--- config.mk ---
export PLATFORM = sky130hd
export DESIGN_NAME = uart_rx_deframer
export DESIGN_NICKNAME = d
export VERILOG_FILES = /design/src/rtl/uart_pkg.sv /design/src/rtl/uart_sync_fifo.sv /design/src/rtl/uart_rx_deframer.sv
export SDC_FILE = /design/constraint.sdc
export NUM_CORES = 1
export LEC_CHECK = 0
export CAP_MARGIN = 10
export CELL_PAD_IN_SITES_DETAIL_PLACEMENT = 0
export CELL_PAD_IN_SITES_GLOBAL_PLACEMENT = 1
export CORE_AREA = 2 2 109 111
export CTS_BUF_LIST = sky130_fd_sc_hd__clkbuf_2
export CTS_CLUSTER_SIZE = 8
export DETAILED_ROUTE_END_ITERATION = 8
export DIE_AREA = 0 0 111 113
export PLACE_DENSITY = 0.74
export SYNTH_ARGS = -nofsm -noshare
export SYNTH_HDL_FRONTEND = slang
export SYNTH_SLANG_ARGS = --single-unit
--- constraint.sdc ---
create_clock -name clk -period 2.2 [get_ports clk]
set_clock_uncertainty 0.15 [all_clocks]
set_input_delay 0.22 -clock clk [delete_from_list [all_inputs] [get_ports clk]]
set_output_delay 0.22 -clock clk [all_outputs]
set_load 0.02 [all_outputs]
--- src/rtl/uart_pkg.sv ---
// Shared types and helpers for the UART receive path.
package uart_pkg;

    typedef enum logic [1:0] {
        PAR_NONE = 2'd0,
        PAR_EVEN = 2'd1,
        PAR_ODD  = 2'd2
    } parity_e;

    typedef struct packed {
        logic overrun;
        logic parity_err;
        logic framing_err;
    } rx_status_t;

    function automatic int unsigned frame_width(input int unsigned data_bits,
                                                input parity_e     parity,
                                                input int unsigned stop_bits);
        int unsigned par_bits;
        par_bits = (parity != PAR_NONE) ? 32'd1 : 32'd0;
        return 32'd1 + data_bits + par_bits + stop_bits;
    endfunction

endpackage

--- src/rtl/uart_sync_fifo.sv ---
// Synchronous FIFO with registered storage; head is visible without a read strobe.
module uart_sync_fifo #(
    parameter int unsigned WIDTH = 8,
    parameter int unsigned DEPTH = 4
) (
    input  logic             clk,
    input  logic             rst_n,
    input  logic             wr_en,
    input  logic [WIDTH-1:0] wr_data,
    input  logic             rd_en,
    output logic [WIDTH-1:0] rd_data,
    output logic             full,
    output logic             empty
);

    localparam int unsigned PTR_W = $clog2(DEPTH);
    localparam int unsigned CNT_W = PTR_W + 1;

    logic [WIDTH-1:0] mem_q [DEPTH];
    logic [PTR_W-1:0] wr_ptr_q, rd_ptr_q;
    logic [CNT_W-1:0] count_q;
    logic             do_wr, do_rd;

    assign full    = (count_q == CNT_W'(DEPTH));
    assign empty   = (count_q == '0);
    assign rd_data = mem_q[rd_ptr_q];

    // A write into a full FIFO is allowed only when the head leaves in the same cycle.
    assign do_rd = rd_en && !empty;
    assign do_wr = wr_en && (!full || do_rd);

    always_ff @(posedge clk or negedge rst_n) begin
        if (!rst_n) begin
            for (int i = 0; i < int'(DEPTH); i++) begin
                mem_q[i] <= '0;
            end
            wr_ptr_q <= '0;
            rd_ptr_q <= '0;
            count_q  <= '0;
        end else begin
            if (do_wr) begin
                mem_q[wr_ptr_q] <= wr_data;
                wr_ptr_q        <= wr_ptr_q + 1'b1;
            end
            if (do_rd) begin
                rd_ptr_q <= rd_ptr_q + 1'b1;
            end
            case ({do_wr, do_rd})
                2'b10:   count_q <= count_q + 1'b1;
                2'b01:   count_q <= count_q - 1'b1;
                default: count_q <= count_q;
            endcase
        end
    end

endmodule

--- src/rtl/uart_rx_deframer.sv ---
// UART receive deframer: field slicing, framing/parity checks, overrun tracking
// and a small output FIFO for a valid/ready consumer.
module uart_rx_deframer
    import uart_pkg::*;
#(
    parameter int unsigned DATA_BITS  = 8,
    parameter parity_e     PARITY     = PAR_EVEN,
    parameter int unsigned STOP_BITS  = 1,
    parameter int unsigned FIFO_DEPTH = 4,
    parameter int unsigned CNT_W      = 16
) (
    input  logic                 clk,
    input  logic                 rst_n,
    input  logic [frame_width(DATA_BITS, PARITY, STOP_BITS)-1:0] frame_in,
    input  logic                 frame_valid,
    input  logic                 clear_err,
    output logic [DATA_BITS-1:0] out_data,
    output logic [2:0]           out_status,
    output logic                 out_valid,
    input  logic                 out_ready,
    output logic                 done_flag,
    output logic                 overrun_err,
    output logic [CNT_W-1:0]     frame_cnt,
    output logic [CNT_W-1:0]     err_cnt
);

    localparam int unsigned FRAME_W = frame_width(DATA_BITS, PARITY, STOP_BITS);
    localparam int unsigned ENTRY_W = DATA_BITS + $bits(rx_status_t);

    if (DATA_BITS < 5 || DATA_BITS > 9) begin : gen_bad_data_bits
        $error("uart_rx_deframer: DATA_BITS must be in 5..9");
    end
    if (STOP_BITS < 1 || STOP_BITS > 2) begin : gen_bad_stop_bits
        $error("uart_rx_deframer: STOP_BITS must be 1 or 2");
    end
    if (FIFO_DEPTH < 2 || (FIFO_DEPTH & (FIFO_DEPTH - 1)) != 0) begin : gen_bad_depth
        $error("uart_rx_deframer: FIFO_DEPTH must be a power of 2, at least 2");
    end

    logic [DATA_BITS-1:0] in_data;
    logic [STOP_BITS-1:0] in_stop;
    logic                 in_par, in_perr, in_ferr;

    always_comb begin
        in_data = frame_in[DATA_BITS:1];
        in_stop = frame_in[FRAME_W-1 -: STOP_BITS];
        in_par  = (PARITY == PAR_NONE) ? 1'b0 : frame_in[DATA_BITS+1];
        in_ferr = frame_in[0] | ~(&in_stop);
        unique case (PARITY)
            PAR_EVEN: in_perr = ^{in_data, in_par};
            PAR_ODD:  in_perr = ~^{in_data, in_par};
            default:  in_perr = 1'b0;
        endcase
    end

    // Capture stage
    logic                 cap_valid_q, cap_perr_q, cap_ferr_q;
    logic [DATA_BITS-1:0] cap_data_q;

    always_ff @(posedge clk or negedge rst_n) begin
        if (!rst_n) begin
            cap_valid_q <= 1'b0;
            cap_data_q  <= '0;
            cap_perr_q  <= 1'b0;
            cap_ferr_q  <= 1'b0;
        end else begin
            cap_valid_q <= frame_valid;
            if (frame_valid) begin
                cap_data_q <= in_data;
                cap_perr_q <= in_perr;
                cap_ferr_q <= in_ferr;
            end
        end
    end

    // Push stage
    logic               fifo_full, fifo_empty, pop, push, drop;
    logic [ENTRY_W-1:0] wr_entry, rd_entry;
    rx_status_t         wr_status;
    logic               done_d, done_q, pend_ovr_d, pend_ovr_q, overrun_d, overrun_q;
    logic [CNT_W-1:0]   frame_cnt_d, frame_cnt_q, err_cnt_d, err_cnt_q;

    assign out_valid = !fifo_empty;
    assign pop       = out_valid && out_ready;
    assign push      = cap_valid_q && (!fifo_full || pop);
    assign drop      = cap_valid_q && fifo_full && !pop;

    always_comb begin
        wr_status = '{overrun: pend_ovr_q, parity_err: cap_perr_q, framing_err: cap_ferr_q};
        wr_entry  = {cap_data_q, wr_status};
        done_d    = push;
        // The overrun marker rides on the first frame that makes it in after a drop.
        pend_ovr_d = pend_ovr_q;
        if (drop) begin
            pend_ovr_d = 1'b1;
        end else if (push) begin
            pend_ovr_d = 1'b0;
        end
        overrun_d = overrun_q;
        if (drop) begin
            overrun_d = 1'b1;
        end else if (clear_err) begin
            overrun_d = 1'b0;
        end
        frame_cnt_d = frame_cnt_q;
        err_cnt_d   = err_cnt_q;
        if (push && frame_cnt_q != '1) begin
            frame_cnt_d = frame_cnt_q + 1'b1;
        end
        if (push && (cap_perr_q || cap_ferr_q) && err_cnt_q != '1) begin
            err_cnt_d = err_cnt_q + 1'b1;
        end
    end

    always_ff @(posedge clk or negedge rst_n) begin
        if (!rst_n) begin
            done_q      <= 1'b0;
            pend_ovr_q  <= 1'b0;
            overrun_q   <= 1'b0;
            frame_cnt_q <= '0;
            err_cnt_q   <= '0;
        end else begin
            done_q      <= done_d;
            pend_ovr_q  <= pend_ovr_d;
            overrun_q   <= overrun_d;
            frame_cnt_q <= frame_cnt_d;
            err_cnt_q   <= err_cnt_d;
        end
    end

    uart_sync_fifo #(
        .WIDTH (ENTRY_W),
        .DEPTH (FIFO_DEPTH)
    ) u_fifo (
        .clk     (clk),
        .rst_n   (rst_n),
        .wr_en   (push),
        .wr_data (wr_entry),
        .rd_en   (pop),
        .rd_data (rd_entry),
        .full    (fifo_full),
        .empty   (fifo_empty)
    );

    assign out_data    = rd_entry[ENTRY_W-1:3];
    assign out_status  = rd_entry[2:0];
    assign done_flag   = done_q;
    assign overrun_err = overrun_q;
    assign frame_cnt   = frame_cnt_q;
    assign err_cnt     = err_cnt_q;

endmodule

## Yosys cells after proc, flatten, opt, wreduce, memory -nomap -nowiden

Cells that the tools add are included.
W data, S select, Z words.

- Output and inout bits: 46
- Logic and storage cells: 66
- Flip-flop bits (word level): 97
- Input bits: 16

- Reduce and logical (&&, ||, !) cells: 21
- Add/subtract/negate cells: 6
- Equal/unequal tests: 5
- $lt $le $gt $ge: 3
- Bitwise logic cells: 4
- Muxes and demuxes: 11

Operators by type and width:

| cell | count |
|---|---|
| $bwmux W44 | 1 |
| $mux W11 | 3 |
| $add A16 B1 Y16 const B | 2 |
| $ne A16 B16 Y1 const B | 2 |
| $bmux W11 S2 | 1 |
| $demux W11 S2 | 1 |
| $logic_and A1 B1 Y1 | 10 |
| $reduce_xor A9 Y1 | 1 |
| $ge A3 B3 Y1 const B | 2 |
| $not A2 Y3 | 2 |
| $pmux W3 S2 | 1 |
| $reduce_bool A2 Y1 | 3 |
| $add A2 B1 Y2 const B | 2 |
| $mux W1 | 4 |
| $add A3 B1 Y3 const B | 1 |
| $eq A3 B3 Y1 const B | 1 |
| $logic_not A1 Y1 | 3 |
| $logic_not A3 Y1 | 1 |
| $logic_or A1 B1 Y1 | 3 |
| $lt A3 B1 Y1 const B | 1 |
| $sub A3 B1 Y3 const B | 1 |
| $eq A2 B1 Y1 const B | 1 |
| $eq A2 B2 Y1 const B | 1 |
| $not A1 Y1 | 1 |
| $or A1 B1 Y1 | 1 |

## Depth between registers and ports, before layout

Gate-level depths: netlist (run 1).

- Depth in word-level cells: 8
- Depth in mapped cells: 9
- Gate-level depth less buffers: 8

## Cells and area by module

From an unflattened synthesis (run 1), not the netlist that was laid out.

- Cell total of the unflattened synthesis: 334
- Area total of the unflattened synthesis: 4,561.9 µm²

By module, submodules not included:

| module | area an instance (µm²) | instances | cells each | sequential area each (µm²) |
|---|---|---|---|---|
| uart_sync_fifo | 2,332.2 | 1 | 146 | 1,276.2 |
| uart_rx_deframer | 2,229.6 | 1 | 188 | 1,151.1 |

## Worst setup path after synthesis (run 1)

No wires, ideal clock.

- Kind: flip-flop to flip-flop
- From: register u_fifo.count_q[0]
- To: register u_fifo.count_q[2]
- Period minus slack after synthesis: 2.359 ns
- Buffers on the path: 1
- Required time: 1.971 ns
- Setup time: 0.079 ns
- Slack: -0.159 ns
- Arrival: 2.130 ns
- Cell stages (with the launch flop): 10
- Path through: dfrtp_1 -> or4b_4 -> buf_6 -> nand2_8 -> ha_1 -> inv_1 -> fa_1 -> xor2_1 -> nor2_1 -> xor2_1

- Cells in the longest elaborated chain, start to end: 8
- Elaborated cells between the ends (all ways): 16
- Those cells by class: add/sub: 2; eq/ne: 3; mux: 1; reduce/logical: 10

RTL lines:

| item | RTL line | text |
|---|---|---|
| start, declared | uart_sync_fifo.sv:21 | `logic [CNT_W-1:0] count_q;` |
| start signal, assigned | uart_sync_fifo.sv:49 | `2'b10: count_q <= count_q + 1'b1;` |
| start signal, assigned | uart_sync_fifo.sv:50 | `2'b01: count_q <= count_q - 1'b1;` |
| start signal, assigned | uart_sync_fifo.sv:51 | `default: count_q <= count_q;` |
| $logic_not A3 Y1 | uart_sync_fifo.sv:25 | `assign empty = (count_q == '0);` |
| $logic_not A1 Y1 | uart_sync_fifo.sv:29, uart_rx_deframer.sv:83 |  |
| $logic_and A1 B1 Y1 | uart_rx_deframer.sv:84 | `assign pop = out_valid && out_ready;` |
| $logic_or A1 B1 Y1 or $logic_and A1 B1 Y1 (tied branches) | uart_rx_deframer.sv:85, uart_sync_fifo.sv:29 |  |
| $logic_and A1 B1 Y1 or $logic_or A1 B1 Y1 (tied branches) | uart_rx_deframer.sv:85, uart_sync_fifo.sv:30 |  |
| $logic_and A1 B1 Y1 | uart_sync_fifo.sv:30 | `assign do_wr = wr_en && (!full \|\| do_rd);` |
| $eq A2 B1 Y1 or $eq A2 B2 Y1 (tied branches) | uart_sync_fifo.sv:48 | `case ({do_wr, do_rd})` |
| $pmux W3 S2 or $reduce_bool A2 Y1 (tied branches) | n/a |  |

Several ways; a longest one is shown, not always the timed one.
A chain may end at the register's enable or synchronous reset.

## Worst setup path in the final report (run 1)

- From: register u_fifo.rd_ptr_q[0]
- To: output port out_status[0]

- Cells in the longest elaborated chain, start to end: 4

RTL lines:

| item | RTL line | text |
|---|---|---|
| start, declared | uart_sync_fifo.sv:20 | `logic [PTR_W-1:0] wr_ptr_q, rd_ptr_q;` |
| start signal, assigned | uart_sync_fifo.sv:46 | `rd_ptr_q <= rd_ptr_q + 1'b1;` |
| $not A2 Y3 (not written as such) | uart_sync_fifo.sv:26 | `assign rd_data = mem_q[rd_ptr_q];` |
| $bmux W11 S2 | uart_sync_fifo.sv:26 |  |
| $mux W11 (not written as such) (2 in series) | uart_sync_fifo.sv:26 |  |
| end, declared | uart_rx_deframer.sv:18 | `output logic [2:0] out_status,` |

No other way between the ends. The select of a mux whose other input is x is not followed.

==> metrics, run 1 <==
status=finished, violations left; failing checks=negative setup slack; Critical Path End Type=output pin; most frequent cell after synthesis=dfrtp_1; Setup crit start kind=flop; antenna violations before repair=0; Total GRT Usage=0.159; Final HPWL DP=6.55 mm; Mapped Area=4760 µm²; FF+latch count, synth=97; CTS max path bufs=2; largest net degree at the start of global routing=34; # port buffers=a little over 60; die height=between 100 and 150 µm; RSZ-0062 raised after global routing=true; Power Density=about 1300 nW/µm²; fin nets=around 460; number of global-route vias before repair=3082; vias per cell=between 5 and 6; critical path required time=approximately 1.8 ns; 1st-iter DRT viols=between 100 and 150; Routed Antenna Nets=0; dominant cells by area after synthesis=dfrtp_1 (51%), mux2_4 (13%), mux4_2 (5.2%), xor2_1 (4.6%), mux2_2 (4.3%); clk_lat worst skew=around 0.55 ns; Starting Density=0.422; worst min path class=input port to flop; Most used DFF post-synth=dfrtp_1; number of diodes=0; max frequency=about 0.45 GHz; final hold violation count=0; Die ar.=about 13000 µm²; via count=about 2900; TritonRoute pass-1 iters=4; Avg Synthesized Cell Area=approximately 14 µm²; Num CTS Buffers=9; Post-synth EDFFs=0; Arr. time, crit path=1.88 ns; RePlAce Congestion=between 0.7 and 0.8; max cap viols=0; register area share after synthesis=0.510; CTS clk-pin slew, worst paths=0.25 ns; Netlist cell types=47; non-filler cells, final=roughly 580; period utilization=1.02; FFs w/ async S/R, synth=1.00; Placed Instances=approximately 560; final routed DRC violation total=0; critical-path maximum fanout=6; DR WL/cell=16.4 µm; final worst slack=-0.0451 ns; Total Wirelength=about 9.5 mm; Layout area overhead=25.0%; count of final setup violators=11; Max IR drop VDD=approximately 0.66 mV; clk sinks=97; critical setup path kind=flop to output pin; Pleak=2.77 nW; final worst path period need=around 2.2 ns; ratio of cells with drive above 1 in the final layout=0.344; Final Max Tran Viols=0; Cells after Synth=332; Rel. slew slack=0.342; Yosys top cell by area=dfrtp_1; TritonCTS clock tree=yes; final core utilization=0.528; Yosys warning total=0; I/O pins=62; Die W=111 µm; Yosys top cell area share=0.510; syn_nets=~360; first-pass GRT wire length=~16 mm; H-tree levels=3; FP Rows=39; Post-synth top cells=dfrtp_1 (97), mux2_4 (40), xor2_1 (25); CTS Root Cell=clkbuf_2; Core Region=around 11000 µm²; GRT overflow=0; Worst-Margin Slew=slightly below 1 ns
## cell families after synthesis
logic type / after synthesis / synth area share
AOI/OAI and AO/OA: 15 / 0.0189
and+or+nand+nor: 88 / 0.125
xor gates and xnor gates: 36 / 0.0692
buffers and inverters: 18 / 0.0313
muxes: 70 / 0.223
DFF: 97 / 0.510
adders and majority gates: 8 / 0.0226
## worst paths after layout
kind,start,end,slack (ns),depth (start not counted)
min in group asynchronous,rst_n,cap_data_q[3],0.66,4
max in group asynchronous,rst_n,u_fifo.mem_q[30],0.59,3
hold / removal,clear_err,overrun_err,0.09,2
setup / recovery,u_fifo.rd_ptr_q[0],out_status[0],-0.05,3
hold reg to reg,frame_cnt[8],frame_cnt[8],0.37,1
setup reg to reg,u_fifo.count_q[1],u_fifo.count_q[2],-0.03,8
## registers in the layout, indices dropped and copies added (netlist names)
| name | cells |
|---|---|
| cap_valid_q | 1 |
| cap_ferr_q | 1 |
| pend_ovr_q | 1 |
| frame_cnt | 16 |
| u_fifo.rd_ptr_q | 2 |
| u_fifo.mem_q | 44 |
| done_flag | 1 |
| cap_data_q | 8 |
| overrun_err | 1 |
| u_fifo.wr_ptr_q | 2 |
| u_fifo.count_q | 3 |
| err_cnt | 16 |
| cap_perr_q | 1 |
## routing by layer
layer,up-vias,part of all wire,GRT usage,wire length (µm)
li1,1411,-,-,-
met1,1479,0.48,0.222,4590
met2,41,0.46,0.247,4370
met3,15,0.032,0.0284,303
met4,0,0.027,0.0700,253
met5,-,0,0,0
## timing repair
| action | 4_1_cts | 5_1_grt |
|---|---|---|
| resized for setup | 72 | 6 |
| endpoints found under the hold margin | 98 | 0 |
| setup buffers | 1 | 0 |
| setup endpoints to repair | 13 | 17 |
| hold buffers | 6 | 0 |
| pin swaps | 3 | 2 |
| gates cloned | 1 | 0 |
## final cells by class
type                    instances  area, µm²
fillers                       957       5320
flip-flops and latches         97       2430
multi-input cells             217       2200
repair buffers                 96        965
well taps                     143        179
clock inverters                 7       77.6
clock buffers                   9       45.0
inverters                      10       45.0
## per-stage QoR
stage	cell area [µm²]	TNS, ns	total power, mW	worst slack, ns	hold slack, ns
finish	5950	-0.210	7.46	-0.0451	0.0938
global route	5950	-1.43	7.92	-0.158	0.0444
CTS	5940	-0.928	7.53	-0.111	0.0355
detailed placement	5710	-5.55	6.43	-0.298	0.000260
global placement	5710	-4.65	6.35	-0.212	-0.00593
floorplan	4770	-0.0744	5.18	-0.0744	-0.226
## power by group
| group | switching [mW] | leakage, nW | internal, mW | total [mW] |
|---|---|---|---|---|
| logic | 1.52 | 1.51 | 2.13 | 3.64 |
| clock network | 0.629 | 0.0786 | 0.279 | 0.908 |
| registers | 0.495 | 1.19 | 2.41 | 2.91 |
| total | 2.64 | 2.77 | 4.82 | 7.46 |
## worst max-delay path: stages, from the launching register on
cell	delay, ns
dfrtp_2	0.50
buf_16	0.15
mux4_2	0.55
buf_6	0.16
## placed cells by master (no fill, tap or decap), types with 2 or more instances in the layout
cell type        instances
nor2_1                  10
nand4_1                  9
inv_6                    2
and4_1                   2
dlygate4sd3_1            6
nor3_1                  10
nor3b_1                  2
a21oi_1                  3
buf_6                   11
a31oi_1                  5
mux4_2                  11
xor2_1                  25
mux2_4                  40
buf_12                   4
o21ai_0                  4
clkbuf_2                 9
nor4_4                   3
inv_1                    8
nand2_4                  4
mux2_2                  18
clkdlybuf4s50_1         48
ha_1                     6
nor4_1                   7
and3_1                   5
dfrtp_1                 93
dfrtp_2                  4
nand2_1                 14
inv_8                    2
clkinv_2                 2
buf_4                   25
xnor2_1                 10
nand3_1                  8
Power figures use the tool's default switching activity.
==> run 2: changes to the inputs <==
MAX_ROUTING_LAYER = met4   (was not set)
==> metrics, run 2 (synthesized netlist as in run 1, its figures left out) <==
status=finished, violations left; failing checks=negative setup slack; FP Rows=39 (unchanged); Sw Share=0.354 (about the same); Routed Antenna Nets=0 (unchanged); Die W=111 µm (unchanged); Pint=4.82 mW (about the same); CTS max path bufs=2 (unchanged); Pleak=2.78 nW (about the same); CTS clk-pin slew, worst paths=0.25 ns (about the same); via count=2954 (+0.27%); GRT overflow=0 (unchanged); Multi-input gate area=2200 µm² (unchanged); number of global-route vias before repair=3087 (+0.16%); GRT Max-Usage Layer=met2; Arr. time, crit path=1.87 ns (about the same); final routed DRC violation total=0 (unchanged); final worst path period need=2.24 ns (-0.00138 ns); DP Worst Slack=-0.298 ns (unchanged); Max IR drop VDD=0.658 mV (-0.36%); final worst slack=-0.0437 ns (+0.00138 ns); period utilization=1.02 (about the same); critical-path maximum fanout=6 (unchanged); Seq pwr share=0.390 (about the same); clock power share=0.122 (about the same); fin nets=455 (unchanged); number of diodes=0 (unchanged); Core Region=11300 µm² (unchanged); number of fill cells in the layout=957 (unchanged); clk sinks=97 (unchanged); M1 GR Usage=0.221 (-0.000703); RSZ-0062 raised after global routing=true; max cap viols=0 (unchanged); DR WL/cell=16.4 µm (-0.41%); largest reg by FF count=u_fifo.mem_q; final hold violation count=0 (unchanged); met3 global-route usage=0.0273 (-0.00107); CTS Root Cell=clkbuf_2; worst min path class=input port to flop; RePlAce Congestion=0.789 (+1.4%); FF/Latch Area=2430 µm² (about the same); Setup crit start kind=flop; Final Power=7.46 mW (about the same); first-pass GRT wire length=15.9 mm (unchanged); Total Wirelength=9.47 mm (-0.41%); TritonCTS clock tree=yes; clk_lat worst skew=0.55 ns (about the same); Power Density=1250 nW/µm² (about the same); commonest non-fill, non-tap cell in the layout=dfrtp_1; Final HPWL DP=6.55 mm (unchanged); TritonRoute pass-1 iters=4 (unchanged); Total GRT Usage=0.164 (+0.00474); Starting Density=0.422 (unchanged); Final Max Tran Viols=0 (unchanged); I/O pins=62 (unchanged); Critical Path End Type=output pin; critical path required time=1.83 ns (about the same); combinational group share of total power=0.489 (about the same); H-tree levels=3 (unchanged); Die ar.=12500 µm² (unchanged); critical setup path kind=flop to output pin; max frequency=0.446 GHz (about the same); Placed Area=5710 µm² (unchanged); number of flip-flops under the largest register name=44 (unchanged); antenna violations before repair=0 (unchanged); die height=113 µm (unchanged); vias per cell=5.10 (+0.27%); Worst-Margin Slew=0.984 ns (+0.000607 ns); largest net degree at the start of global routing=34 (unchanged); Num CTS Buffers=9 (unchanged); ratio of cells with drive above 1 in the final layout=0.342 (-0.00229); 1st-iter DRT viols=113 (-3.4%); count of final setup violators=11 (unchanged); Final Hold Slack=0.0946 ns (+0.000786 ns); Rel. slew slack=0.342 (-0.000406); most frequent cells in the layout=dfrtp_1 (94), clkdlybuf4s50_1 (48), mux2_4 (40), xor2_1 (25), buf_4 (25); Layout area overhead=25.0% (about the same); # port buffers=61 (unchanged); Final Instance Area=5950 µm² (about the same); met2 global-route usage=0.248 (+0.00123); P_sw=2.64 mW (about the same)
==> run 2: power by group through the flow <==
stage | Combinational (mW) | Sequential, mW | Clock, mW
after detailed placement | 3.51 | 2.92 | 0
after global routing | 3.89 | 3.00 | 1.02
after global placement | 3.46 | 2.89 | 0
final | 3.64 | 2.90 | 0.909
after CTS | 3.69 | 2.90 | 0.940
after floorplan | 2.21 | 2.97 | 0
==> run 2: routing by layer <==
metal,wire [µm],part of all wire,vias to the layer above
li1,-,-,1412
met2,4380,0.46,50
met5,0,0,-
met4,244,0.026,0
met1,4570,0.48,1477
met3,284,0.030,15
==> run 2: critical path, cell delays in order (launching register included) <==
cell and delay [ns]:
dfrtp_2 0.50, buf_16 0.15, mux4_2 0.55, buf_6 0.16
==> run 2: cell type report <==
type	instances	share of cell area
flip-flops and latches	97	0.409
multi-input cells	217	0.371
repair buffers	96	0.162
well taps	143	0.0301
clock inverters	7	0.0130
clock buffers	9	0.00757
inverters	10	0.00757
==> run 2: worst paths after layout <==
path	start	end	slack, ns	depth (start not counted)
worst min register to register	frame_cnt[8]	frame_cnt[8]	0.37	1
max in group asynchronous	rst_n	u_fifo.mem_q[11]	0.59	3
worst max-delay path	u_fifo.rd_ptr_q[0]	out_status[0]	-0.04	3
min in group asynchronous	rst_n	cap_data_q[3]	0.67	4
worst max register to register	u_fifo.count_q[1]	u_fifo.count_q[2]	-0.04	8
worst min-delay path	clear_err	overrun_err	0.09	2
==> run 2: what timing repair did <==
action	4_1_cts	5_1_grt
resized for setup	72	5
pin swaps	3	2
gates cloned	1	0
hold endpoints to repair	98	0
buffers inserted	1	0
setup endpoints to repair	13	16
hold buffers	6	0
==> run 2: through the flow <==
stage | setup TNS [ns] | utilization | instances
after CTS | -0.928 | 0.527 | 579
after floorplan | -0.0744 | - | 332
after detailed placement | -5.55 | 0.506 | 555
after global placement | -4.65 | 0.506 | 555
final | -0.203 | 0.528 | 579
after global routing | -1.43 | 0.528 | 579
